### src/rtl/mod100_down_counter_pkg.sv
// Shared types and helpers for the modulo-MOD BCD down counter and its
// verification environment.
package mod100_down_counter_pkg;

  typedef enum logic [1:0] {
    ST_IDLE  = 2'd0,
    ST_RUN   = 2'd1,
    ST_PAUSE = 2'd2,
    ST_DONE  = 2'd3
  } state_e;

  localparam int MOD_MIN = 2;
  localparam int MOD_MAX = 100;

  // Binary value below 100 to packed {tens, ones} BCD pair.
  function automatic logic [7:0] bin2bcd(input int unsigned v);
    logic [7:0] r;
    r[7:4] = 4'(v / 32'd10);
    r[3:0] = 4'(v % 32'd10);
    return r;
  endfunction

  function automatic bit mod_ok(input int m, input int w);
    return (m >= MOD_MIN) && (m <= MOD_MAX) && ((32'sd1 <<< w) >= m);
  endfunction

endpackage

### src/rtl/mod100_down_counter_bcd_digit_down.sv
// Single decade down-counter digit: 0 wraps to 9 and raises a combinational
// borrow so digits can be chained within one clock.
module bcd_digit_down (
  input  logic       clk,
  input  logic       rst_n,
  input  logic       dec_in,
  input  logic       load,
  input  logic [3:0] load_val,
  output logic [3:0] digit,
  output logic       borrow_out
);

  logic [3:0] digit_r;

  assign borrow_out = dec_in && (digit_r == 4'd0);
  assign digit      = digit_r;

  // Digit register: load overrides decrement.
  always_ff @(posedge clk or negedge rst_n) begin
    if (!rst_n) begin
      digit_r <= 4'd0;
    end else if (load) begin
      digit_r <= load_val;
    end else if (dec_in) begin
      digit_r <= (digit_r == 4'd0) ? 4'd9 : (digit_r - 4'd1);
    end else begin
      digit_r <= digit_r;
    end
  end

endmodule

### src/rtl/mod100_down_counter.sv
// Loadable modulo-MOD down counter with start/stop/pause control, one-shot
// option, terminal-count pulse and lockstep two-digit BCD outputs.
module mod100_down_counter
  import mod100_down_counter_pkg::*;
#(
  parameter int MOD      = 100,
  parameter int WIDTH    = 7,
  parameter int ONE_SHOT = 0
) (
  input  logic             clk,
  input  logic             rst_n,
  input  logic             en,
  input  logic             load,
  input  logic [WIDTH-1:0] load_val,
  input  logic             start,
  input  logic             stop,
  output logic [WIDTH-1:0] count,
  output logic [3:0]       tens,
  output logic [3:0]       ones,
  output logic             running,
  output logic             tc,
  output logic             load_err
);

  if (!mod_ok(MOD, WIDTH)) begin : g_param_err
    $error("mod100_down_counter: MOD must be 2..100 and fit in WIDTH bits");
  end

  localparam logic [WIDTH-1:0] TOP_VAL = WIDTH'(MOD - 1);
  localparam logic [WIDTH-1:0] ONE_W   = WIDTH'(1);
  localparam logic [WIDTH-1:0] ZERO_W  = {WIDTH{1'b0}};
  localparam logic [7:0]       TOP_BCD = bin2bcd(MOD - 1);
  localparam bit               IS_ONE_SHOT = (ONE_SHOT != 0);

  state_e           state_r, state_s;
  logic [WIDTH-1:0] count_r, count_s;
  logic             tc_r, tc_s;
  logic             load_err_r, load_err_s;
  logic             running_r;

  logic             tick_s;
  logic             dec_s;
  logic             wrap_s;
  logic             dig_load_s;
  logic [7:0]       dig_val_s;
  logic             ones_borrow_s;
  logic             tens_borrow_s;

  assign tick_s = (state_r == ST_RUN) && en && !load && !stop;
  // A one-shot run never decrements past zero, so the digit chain is frozen there.
  assign dec_s  = tick_s && (!IS_ONE_SHOT || (count_r != ZERO_W));
  // Borrow out of the tens digit means the BCD pair read 00: time to wrap.
  assign wrap_s = !IS_ONE_SHOT && tens_borrow_s;

  // Next-state / next-count decision, priority load > stop > start > tick.
  always_comb begin
    state_s    = state_r;
    count_s    = count_r;
    tc_s       = 1'b0;
    load_err_s = 1'b0;
    dig_load_s = 1'b0;
    dig_val_s  = 8'd0;
    if (load) begin
      state_s    = ST_IDLE;
      dig_load_s = 1'b1;
      if (int'(load_val) < MOD) begin
        count_s   = load_val;
        dig_val_s = bin2bcd(int'(load_val));
      end else begin
        count_s    = TOP_VAL;
        dig_val_s  = TOP_BCD;
        load_err_s = 1'b1;
      end
    end else if (stop) begin
      if (state_r == ST_RUN) begin
        state_s = ST_PAUSE;
      end else begin
        state_s = state_r;
      end
    end else if (tick_s) begin
      if (wrap_s) begin
        count_s    = TOP_VAL;
        dig_load_s = 1'b1;
        dig_val_s  = TOP_BCD;
        tc_s       = 1'b1;
      end else if (count_r != ZERO_W) begin
        count_s = count_r - ONE_W;
        if (IS_ONE_SHOT && (count_r == ONE_W)) begin
          tc_s    = 1'b1;
          state_s = ST_DONE;
        end else begin
          tc_s = 1'b0;
        end
      end else begin
        state_s = ST_DONE;
      end
    end else if (start) begin
      case (state_r)
        ST_IDLE, ST_PAUSE: begin
          if (IS_ONE_SHOT && (count_r == ZERO_W)) begin
            state_s = state_r;
          end else begin
            state_s = ST_RUN;
          end
        end
        default: state_s = state_r;
      endcase
    end else begin
      state_s = state_r;
    end
  end

  // Registered state, count and status outputs.
  always_ff @(posedge clk or negedge rst_n) begin
    if (!rst_n) begin
      state_r    <= ST_IDLE;
      count_r    <= ZERO_W;
      tc_r       <= 1'b0;
      load_err_r <= 1'b0;
      running_r  <= 1'b0;
    end else begin
      state_r    <= state_s;
      count_r    <= count_s;
      tc_r       <= tc_s;
      load_err_r <= load_err_s;
      running_r  <= (state_s == ST_RUN);
    end
  end

  bcd_digit_down u_ones (
    .clk        (clk),
    .rst_n      (rst_n),
    .dec_in     (dec_s),
    .load       (dig_load_s),
    .load_val   (dig_val_s[3:0]),
    .digit      (ones),
    .borrow_out (ones_borrow_s)
  );

  bcd_digit_down u_tens (
    .clk        (clk),
    .rst_n      (rst_n),
    .dec_in     (ones_borrow_s),
    .load       (dig_load_s),
    .load_val   (dig_val_s[7:4]),
    .digit      (tens),
    .borrow_out (tens_borrow_s)
  );

  assign count    = count_r;
  assign running  = running_r;
  assign tc       = tc_r;
  assign load_err = load_err_r;

endmodule

### config.mk
export PLATFORM = sky130hd
export DESIGN_NAME = mod100_down_counter
export DESIGN_NICKNAME = d
export VERILOG_FILES = /design/src/rtl/mod100_down_counter_pkg.sv /design/src/rtl/mod100_down_counter_bcd_digit_down.sv /design/src/rtl/mod100_down_counter.sv
export SDC_FILE = /design/constraint.sdc
export NUM_CORES = 1
export LEC_CHECK = 0
export CORE_MARGIN = 1.5
export CORE_UTILIZATION = 45
export CTS_BUF_LIST = sky130_fd_sc_hd__clkbuf_8
export DETAILED_ROUTE_END_ITERATION = 10
export DONT_BUFFER_PORTS = 1
export SLEW_MARGIN = 20
export SYNTH_ARGS = -nofsm -noshare
export SYNTH_HDL_FRONTEND = slang
export SYNTH_SLANG_ARGS = --single-unit
### constraint.sdc
create_clock -name clk -period 5.4 [get_ports clk]
set_input_delay 0.54 -clock clk [delete_from_list [all_inputs] [get_ports clk]]
set_output_delay 0.54 -clock clk [all_outputs]
set_load 0.05 [all_outputs]
# Word-level counts from Yosys, hierarchy flattened
# Cells that the tools add are included.
[word_totals]
regBits = 20
input_bits = 13
output_inout_bits = 18
wordCells = 66
[classes]
n_addsub = 3
div = 2
order_cmp = 1
eq_ne = 4
n_mux = 32
n_reduce_logical = 17
[op_table]
columns = ["operator", "n"]
rows = [
  ["2-to-1 mux 7 bit", 6],
  ["2-to-1 mux 8 bit", 5],
  ["divider 7 x 4 -> 32 bit, second input constant", 1],
  ["modulo 7 x 4 -> 32 bit, second input constant", 1],
  ["2-to-1 mux 4 bit", 6],
  ["2-to-1 mux 2 bit", 8],
  ["zero test 4 bit", 2],
  ["subtractor 4 x 1 -> 4 bit, second input constant", 2],
  ["less-than comparator 7 bit, second input constant", 1],
  ["2-to-1 mux 1 bit", 7],
  ["nonzero test 7 bit", 1],
  ["subtractor 7 x 1 -> 7 bit, second input constant", 1],
  ["nonzero test 2 bit", 3],
  ["logical AND 1 bit", 5],
  ["== test 2 x 1 -> 1 bit, second input constant", 2],
  ["AND reduction 3 bit", 1],
  ["nonzero test 3 bit", 1],
  ["== test 2 bit, second input constant", 1],
  ["zero test 1 bit", 2],
  ["zero test 2 bit", 1],
  ["inequality test 2 bit, second input constant", 1],
  ["OR reduction 2 bit", 1],
]

# Depth between registers and ports, before layout
# Gate-level depths: netlist of the first run.
[logic_depth]
ltp_word = 11
mapped_depth = 10
ltp_nobuf = 9

# Cells and area by module
# A second synthesis of the first run with hierarchy kept.
[hier_totals]
cells_unflattened = 227
area_unflattened_um2 = 1844.3
[modules_own_cells]
columns = ["module", "n_inst", "cells_per_inst", "area_per_inst_um2", "seq_area_each_um2"]
rows = [
  ["mod100_down_counter", 1, 183, 1381.3, 300.3],
  ["bcd_digit_down", 2, 22, 231.5, 100.1],
]

# Least setup slack after synthesis of the first run
# OpenSTA, ideal clock, no wires.
[synth_path]
path_type = "input -> register"
startpoint = "in load_val[5]"
endpoint = "reg u_ones.digit_r[3], in the netlist u_ones.digit[3]"
setup_ns = 0.111
arrival_time_ns = 2.713
t_required_ns = 5.289
setup_slack_ns = 2.576
stages = 10
path_buffers = 1
path_cell_list = "or2_1 buf_4 ha_1 nand2b_2 o32ai_1 a221o_1 mux2i_2 nand3_2 and3_4 a2111oi_2"
[synth_between]
elab_chain_len = 4
word_cells_on_any_way = 5
classes_between = "div (1); order compare (1); mux (3)"
[synth_lines]
columns = ["element", "line", "source"]
rows = [
  ["start: declaration", "mod100_down_counter.sv:14", "input logic [WIDTH-1:0] load_val,"],
  ["modulo 7 x 4 -> 32 bit / less-than comparator 7 bit (equally long branches)", "mod100_down_counter_pkg.sv:19, mod100_down_counter.sv:66", ""],
  ["2-to-1 mux 8 bit (*)", "mod100_down_counter.sv:66", "if (int'(load_val) < MOD) begin"],
  ["2-to-1 mux 8 bit (*)", "mod100_down_counter.sv:63", "if (load) begin"],
  ["2-to-1 mux 4 bit (*)", "mod100_down_counter_bcd_digit_down.sv:22", "end else if (load) begin"],
  ["end signal: assignment", "mod100_down_counter_bcd_digit_down.sv:23", "digit_r <= load_val;"],
  ["end signal: assignment", "mod100_down_counter_bcd_digit_down.sv:25", "digit_r <= (digit_r == 4'd0) ? 4'd9 : (digit_r - 4'd1);"],
  ["end signal: assignment", "mod100_down_counter_bcd_digit_down.sv:27", "digit_r <= digit_r;"],
  ["end: declaration", "mod100_down_counter_bcd_digit_down.sv:13", "logic [3:0] digit_r;"],
]
# Every way passes the cells marked *; elsewhere a longest branch is shown, timed or not.
# A chain may end at the register's enable or synchronous reset.

# Worst setup path in the final report of the first run
# Ends and elaborated chain as after synthesis.

==> impl_metrics.ini, run 1 <==
[sta]
finClkSkew_ns = 0.00129
postLayoutSetupSlackWorst_ns = 2.68
max_freq_mhz = 368
report.final.setup_viol = 0
finalHoldViolations = 0
worst_pin_slew_ns = 0.881
min_period_ns = 2.72
grt_setup_unrepaired = no
totalNegativeSetupSlack_ns = 0
post-route-period-util = 0.504
slew-limit-headroom = 0.411
final-max-slew-violation-count = 0

[setup_path]
data_arrival_time_of_the_worst_path_ns = 2.87
crit_path_end = u_ones.digit[3]
r2r_end = count[3]
critical_path.startpoint = load_val[5]
reg2reg_slack_ns = 2.73
critical-path-max-stage-delay_ns = 0.51
crit_chain = or2_1, ha_1, and2b_4, maj3_2, o32ai_1, a211oi_1, nand3_2, and3_4, a2111oi_2
cp_max_fo = 16
timing.reg2reg.worst_path_depth = 7
timing_worst_setup_path_type = input pin to register
worstReg2RegStart = count[1]
cp-end-kind = register
timing.critical_path.from_type = input pin
critPathRequiredTime_ns = 5.55
cpMaxStageDelayCell = a211oi_1

[clock_network]
cts_tree = done
worst_skew_pair.late_latency_ns = 0.26
clock_sinks = 20
total_setup_buffers_inserted_after_cts = 0
clkTransAtPathRegs_ns = 0.07
cts_made_buffers = 3
htree_levels = 1
cts_root_buf = clkbuf_8
cts-root-to-sink-buffers = 2

[power]
power_density_of_the_placed_cells_mw_per_mm2 = 287
worst_ir_drop_vdd_v = 0.000199
p_leak_nw = 0.681
fraction_of_power_consumed_by_sequential_logic = 0.504
power_frac_clock = 0.295
total_switching_power_uw = 191
power_report.internal_total_uw = 311
logic_pwr_share = 0.201
sw_frac_of_total = 0.380

[routing]
drt_wl_total_mm = 4.26
drcViolationCount = 0
first_iter_violations = 179
ant_nets = 0
routedWlPerCell_um = 17.7
drt-vias-per-instance = 6.43
route.vias.total = 1544
drtPass1Iterations = 4

[floorplan]
die_ar_mm2 = 0.00405
coreArea_mm2 = 0.00344
die_h_um = 63.7
die_w_um = 63.7
effective_utilization_at_floorplan = 0.481
row_count = 21
pin_count = 31

[layout]
multi_input_area_mm2 = 0.00107
nets = 210
antenna_diode_instance_count = 0
area.sequential_um2 = 500
fill_cells = 336
final_area_mm2 = 0.00175
drive_gt1_frac = 0.0979
relative_area_change_from_synthesis_to_final_layout_pct = 5.59
layoutNonFillerInstCount = 240
finalCoreUtilization = 0.508

[synthesis]
post_synth_main_area_contributors = dfrtp_1 (30%), a21oi_1 (5.7%), nor2_1 (4.3%)
synth_edf_count = 0
synthesis.yosys.warnings = 0
synth_most_common_cell = dfrtp_1
synth_seq_cells = 20
postSynthCellCount = 198
synth-seq-area-share = 0.302
synth_ff_type = dfrtp_1
postSynth.asyncResetShare = 1.00
synth_common_cells = dfrtp_1 (20), a21oi_1 (19), nor2_1 (19)
syn-mean-instance-area_um2 = 8.36
synth_nets = 213
synthDistinctLibCells = 63
synth.top_cell.area_share = 0.302
synth_area_mm2 = 0.00166
yosysTopAreaCell = dfrtp_1

[worst_hold_path]
hold_path_class = input pin to register

[global_route]
number_of_global_route_vias_before_repair = 1499
grt.overflow.total = 0
grt_first_pass_wirelength_mm = 7.40
grt_antenna_before_repair = 0
grt_start_max_net_pins = 21
grtUsageTotal = 0.227

[placed_design]
placed_cell_area_mm2 = 0.00167
post-dp-hpwl_mm = 3.28
gp_congestion = 0.898
dp_cells = 235
pre_cts_ws_ns = 2.44
numPortBuffers = 0

[job]
max-cap-violations = 0

[run_status]
run_status = completed
==> sequential cells by signal, indices dropped and copies added, names as in the netlist <==
register	cells
tc	1
count	7
u_tens.digit	4
u_ones.digit	4
load_err	1
running	1
state_r	2
==> logic make-up after synthesis <==
logic type / after synthesis / share of synthesized area
flip-flops: 20 / 0.302
AND/OR/NAND/NOR: 78 / 0.290
multiplexers: 1 / 0.00831
AO/OA/AOI/OAI: 71 / 0.299
buffers and inverters: 20 / 0.0529
XOR/XNOR: 5 / 0.0265
adder cells (fa/ha/maj): 3 / 0.0219
==> worst max-delay path, delay by kind of cell <==
family | cells | cell delay [ns]
simple gates | 4 | 0.94
fa+ha+maj | 2 | 0.53
compound gates | 3 | 0.86
==> placed cells by master (no fill, tap or decap), types with 2 or more instances in the layout <==
| cell | n |
|---|---|
| nor3_1 | 5 |
| a31o_1 | 2 |
| nand2b_1 | 6 |
| a21oi_1 | 19 |
| clkbuf_8 | 3 |
| nor4_1 | 3 |
| o31a_1 | 2 |
| a221o_1 | 3 |
| inv_1 | 11 |
| nand2b_2 | 2 |
| ha_1 | 2 |
| o21ai_0 | 7 |
| o32ai_1 | 3 |
| xor2_1 | 2 |
| a22o_1 | 3 |
| nand2_1 | 12 |
| or3_1 | 3 |
| nor3b_1 | 3 |
| and2_1 | 4 |
| nor2_1 | 19 |
| o21ai_1 | 5 |
| and3b_1 | 2 |
| o22ai_1 | 6 |
| a211oi_1 | 5 |
| a31oi_1 | 3 |
| dfrtp_1 | 20 |
| xnor2_1 | 3 |
| nand3_1 | 2 |
==> worst min-delay path by stage <==
| stage | start | endpoint | slack (ns) | depth (start not counted) |
|---|---|---|---|---|
| floorplan | rst_n | count[0] | 0.24 | 0 |
| global placement | rst_n | count[4] | 0.24 | 0 |
| detailed placement | rst_n | count[4] | 0.24 | 0 |
| CTS | load | state_r[0] | 0.33 | 1 |
| global route | load | state_r[0] | 0.33 | 1 |
| finish | load | state_r[0] | 0.34 | 1 |
==> power by group through the flow <==
stage / clock [mW] / sequential [mW] / combinational, mW
after floorplan: 0 / 0.248 / 0.0869
after global placement: 0 / 0.255 / 0.0958
after detailed placement: 0 / 0.256 / 0.0969
after CTS: 0.150 / 0.253 / 0.101
after global routing: 0.157 / 0.256 / 0.114
final: 0.148 / 0.253 / 0.101
==> cell type report <==
class                      instances  area share
timing repair buffer               1     0.00573
multi-input combinational        158       0.611
sequential                        20       0.286
clock inverter                     1      0.0172
inverter                          11      0.0236
clock buffer                       3      0.0236
tap                               46      0.0329
==> through the flow <==
| step | hold WS (ns) | power, mW |
|---|---|---|
| 3_3_place_gp | 0.245 | 0.351 |
| 6_report | 0.339 | 0.501 |
| 4_1_cts | 0.332 | 0.504 |
| 2_1_floorplan | 0.244 | 0.335 |
| 5_1_grt | 0.332 | 0.527 |
| 3_5_place_dp | 0.245 | 0.353 |
==> what timing repair did <==
action | 4_1_cts | 5_1_grt
hold endpoints to repair | 20 | 0
endpoints found under the setup margin | 0 | 0
hold buffers | 1 | 0
gates resized for setup | 0 | 0
==> layer usage <==
metal / GRT usage / part of all wire
met2: 0.378 / 0.48
met3: 0.0500 / 0.062
met4: 0.0408 / 0.0063
met5: 0 / 0
met1: 0.305 / 0.45
No activity file was read; power rests on OpenSTA's default activity.
==> run 2, diff against run 1 <==
- clock period: 5.4 -> 2.7 ns (I/O delays scaled with it)
==> impl_metrics.ini, run 2 (same netlist as run 1, synthesis figures left out) <==
[run_status]
run_status = completed

[sta]
finalHoldViolations = 0
max_freq_mhz = 417
final-max-slew-violation-count = 0
min_period_ns = 2.40
slew-limit-headroom = 0.412
finClkSkew_ns = 0.00597
grt_setup_unrepaired = no
hold-worst-slack_ns = 0.0558
totalNegativeSetupSlack_ns = 0
report.final.setup_viol = 0
worst_pin_slew_ns = 0.879
post-route-period-util = 0.889

[routing]
drt_wl_total_mm = 4.45
route.vias.total = 1627
drcViolationCount = 0
drtPass1Iterations = 5
drt-vias-per-instance = 6.46
routedWlPerCell_um = 17.7
first_iter_violations = 148
ant_nets = 0

[floorplan]
die_ar_mm2 = 0.00405
pin_count = 31
row_count = 21
effective_utilization_at_floorplan = 0.481
coreArea_mm2 = 0.00344
die_h_um = 63.7
die_w_um = 63.7

[worst_hold_path]
hold_path_class = input pin to register

[job]
max-cap-violations = 0

[layout]
nets = 222
final_area_mm2 = 0.00184
antenna_diode_instance_count = 0
largest_register_ffs = 7
most-common-layout-cells = dfrtp_1 (20), nor2_1 (19), a21oi_1 (19), nand2_1 (12), buf_4 (12)
drive_gt1_frac = 0.150
layoutNonFillerInstCount = 252
mostFrequentLayoutCell = dfrtp_1
relative_area_change_from_synthesis_to_final_layout_pct = 11.0

[global_route]
grtUsageTotal = 0.235
number_of_global_route_vias_before_repair = 1567
grt_start_max_net_pins = 21
grt_antenna_before_repair = 0
gr-max-usage-layer = met2
grt.overflow.total = 0
grt_first_pass_wirelength_mm = 7.51
gr-usage-met1 = 0.310
grtUsageMet3 = 0.0732
grt.met2_usage = 0.361

[setup_path]
cp_num_buf_inv = 0
cpMaxStageDelayCell = a211oi_1
critical-path-max-stage-delay_ns = 0.52
cp_max_fo = 16
crit_chain = or2_1, ha_1, and2b_4, maj3_2, o32ai_1, a211oi_1, nand3_2, and3_4, a2111oi_2
worst_path_dominant_cell_family = compound AO/OA/AOI/OAI gates
critPathRequiredTime_ns = 2.86
data_arrival_time_of_the_worst_path_ns = 2.56
timing.critical_path.from_type = input pin
reg2reg_slack_ns = 0.40
cp-end-kind = register
timing_worst_setup_path_type = input pin to register

[placed_design]
placed_cell_area_mm2 = 0.00176
dp_cells = 247
numPortBuffers = 0
post-dp-hpwl_mm = 3.39
gp_congestion = 0.891

[power]
p_leak_nw = 0.738
power_density_of_the_placed_cells_mw_per_mm2 = 575
worst_ir_drop_vdd_v = 0.000266

[clock_network]
cts_root_buf = clkbuf_8
cts_made_buffers = 3
clkTransAtPathRegs_ns = 0.08
clock_sinks = 20
cts-root-to-sink-buffers = 2
worst_skew_pair.late_latency_ns = 0.27
htree_levels = 1
cts_tree = done
==> run 2: cell types whose count changed in the layout (fill, tap and decap cells not counted), sizes merged <==
cell  before  now
buf        0   12
==> run 2: cell type report <==
cell class	count	area [µm²]
Fill cell	344	1600
Multi-Input combinational cell	158	1070
Sequential cell	20	500
Timing Repair Buffer	13	100
Tap cell	46	57.6
Clock buffer	3	41.3
Inverter	11	41.3
Clock inverter	1	30.0
==> run 2: worst paths after layout <==
kind | from | to | cells past startpoint
worst max-delay path | load_val[5] | u_ones.digit[3] | 9
worst min-delay path | load | state_r[0] | 1
worst max register to register | count[1] | count[4] | 8
worst min register to register | count[1] | count[1] | 2
max in group asynchronous | rst_n | u_ones.digit[1] | 1
min in group asynchronous | rst_n | running | 1
==> run 2: timing repair <==
item	in CTS	in global routing
setup buffers	0	0
hold buffers	1	0
resized for setup	0	0
hold endpoints to repair	20	0
==> run 2: metal layers <==
layer,routed length [µm],vias up
met5,0,-
met4,48,0
met3,356,6
met2,2140,71
met1,1910,782
li1,-,768
==> run 2: worst reg2reg max path: cells and delay by family, from the launching register on <==
family / cells / cell delay [ns]
fa+ha+maj: 1 / 0.19
simple gates: 4 / 1.15
buf+inv: 1 / 0.07
flops: 1 / 0.38
compound gates: 2 / 0.42
==> run 2: stage by stage <==
stage	total power [mW]	setup slack (ns)	utilization
floorplan	0.671	0.146	-
global placement	0.741	0.120	0.510
detailed placement	0.746	0.0197	0.510
CTS	1.06	0.313	0.534
global route	1.11	0.158	0.534
finish	1.06	0.299	0.534
==> run 2: report_power, final <==
group / leakage (nW) / switching, mW / internal (mW)
Combinational: 0.460 / 0.228 / 0.124
Clock: 0.0357 / 0.110 / 0.198
Sequential: 0.243 / 0.0627 / 0.333
Total: 0.738 / 0.401 / 0.656
==> run 3, diff against run 2 <==
- ABC_CLOCK_PERIOD_IN_PS: not set -> 2700
- RECOVER_POWER: not set -> 50
==> impl_metrics.ini, run 3 (same netlist as run 1, synthesis figures left out) <==
[setup_path]
timing_worst_setup_path_type = input pin to register
worstReg2RegStart = count[1]
cp_max_fo = 16
timing.critical_path.from_type = input pin
crit_chain = or2_1, ha_1, and2b_4, maj3_2, o32ai_1, a211oi_1, nand3_2, and3_4, a2111oi_2
critPathRequiredTime_ns = 2.85
data_arrival_time_of_the_worst_path_ns = 2.57
cpMaxStageDelayCell = a211oi_1
critical-path-max-stage-delay_ns = 0.52
cp-end-kind = register
critical_path.startpoint = load_val[5]

[layout]
largest_register_ffs = 7
drive_gt1_frac = 0.0971
antenna_diode_instance_count = 0
mostFrequentLayoutCell = dfrtp_1
most-common-layout-cells = dfrtp_1 (20), nor2_1 (19), a21oi_1 (19), nand2_1 (12)
relative_area_change_from_synthesis_to_final_layout_pct = 8.54
nets = 222

[clock_network]
cts_made_buffers = 3
worst_skew_pair.late_latency_ns = 0.26
cts_root_buf = clkbuf_8
cts-root-to-sink-buffers = 2
cts_tree = done
postCtsResizedCells = 0
htree_levels = 1
clock_sinks = 20
clkTransAtPathRegs_ns = 0.08

[placed_design]
post-dp-hpwl_mm = 3.39
numPortBuffers = 0
gp_congestion = 0.891

[global_route]
grt.met2_usage = 0.361
gr-usage-met1 = 0.310
gr-max-usage-layer = met2
grt_antenna_before_repair = 0
grtUsageTotal = 0.235
grt_first_pass_wirelength_mm = 7.51
grt_start_max_net_pins = 21
grtUsageMet3 = 0.0732
grt.overflow.total = 0
number_of_global_route_vias_before_repair = 1567

[power]
p_total_mw = 1.03
power_density_of_the_placed_cells_mw_per_mm2 = 574
p_leak_nw = 0.698
worst_ir_drop_vdd_v = 0.000254

[routing]
routedWlPerCell_um = 17.8
drt-vias-per-instance = 6.51
route.vias.total = 1640
drtPass1Iterations = 5
drt_wl_total_mm = 4.48
ant_nets = 0
first_iter_violations = 154
drcViolationCount = 0

[sta]
report.final.setup_viol = 0
worst_pin_slew_ns = 0.877
max_freq_mhz = 414
min_period_ns = 2.42
totalNegativeSetupSlack_ns = 0
slew-limit-headroom = 0.413
finalHoldViolations = 0
post-route-period-util = 0.895
grt_setup_unrepaired = no
final-max-slew-violation-count = 0
finClkSkew_ns = 0.00292

[floorplan]
die_h_um = 63.7
die_w_um = 63.7
coreArea_mm2 = 0.00344
pin_count = 31
row_count = 21
die_ar_mm2 = 0.00405
effective_utilization_at_floorplan = 0.481

[job]
max-cap-violations = 0

[worst_hold_path]
hold_path_class = input pin to register
worstHoldStart = load

[run_status]
run_status = completed
[run 3: layer usage]
layer	up-vias	share of wire
met4	0	0.017
met3	12	0.088
li1	770	-
met2	80	0.47
met5	-	0
met1	778	0.42
[run 3: worst max-delay path, delay by kind of cell]
family	cells	cell delay [ns]
AOI/OAI and AO/OA	3	0.90
adders and majority gates	2	0.52
and+or+nand+nor	4	0.89
[run 3: repair_timing]
action                    in CTS  in global routing
hold endpoints to repair      20                  0
setup buffers                  0                  0
hold buffers                   1                  0
[run 3: area by class of cell]
class                   count  area [µm²]
fillers                   351        1650
flip-flops and latches     20         500
well taps                  46        57.6
inverters                  11        41.3
multi-input cells         158        1070
repair buffers             13        58.8
clock inverters             1        30.0
clock buffers               3        41.3
[run 3: worst paths after layout]
| path | to | slack (ns) | cells past startpoint |
|---|---|---|---|
| max reg2reg | count[4] | 0.40 | 8 |
| min | state_r[0] | 0.06 | 1 |
| min reg2reg | count[1] | 0.59 | 2 |
| min in group asynchronous | running | 0.57 | 1 |
| max in group asynchronous | u_ones.digit[1] | 1.60 | 1 |
| max | u_ones.digit[3] | 0.28 | 9 |
[run 3: report_power, final]
part	total (mW)	internal, mW	switching, mW
clock network	0.305	0.198	0.107
registers	0.395	0.333	0.0618
logic	0.332	0.103	0.229
total	1.03	0.634	0.397
[run 3: per-stage QoR]
| stage | hold WS (ns) | cell area (µm²) | util | setup slack, ns | cells |
|---|---|---|---|---|---|
| 2_1_floorplan | -0.0256 | 1660 | - | 0.146 | 198 |
| 3_3_place_gp | -0.0251 | 1760 | 0.510 | 0.120 | 247 |
| 3_5_place_dp | -0.0250 | 1760 | 0.510 | 0.0197 | 247 |
| 4_1_cts | 0.0525 | 1840 | 0.534 | 0.313 | 252 |
| 5_1_grt | 0.0418 | 1800 | 0.522 | 0.159 | 252 |
| 6_report | 0.0607 | 1800 | 0.522 | 0.283 | 252 |
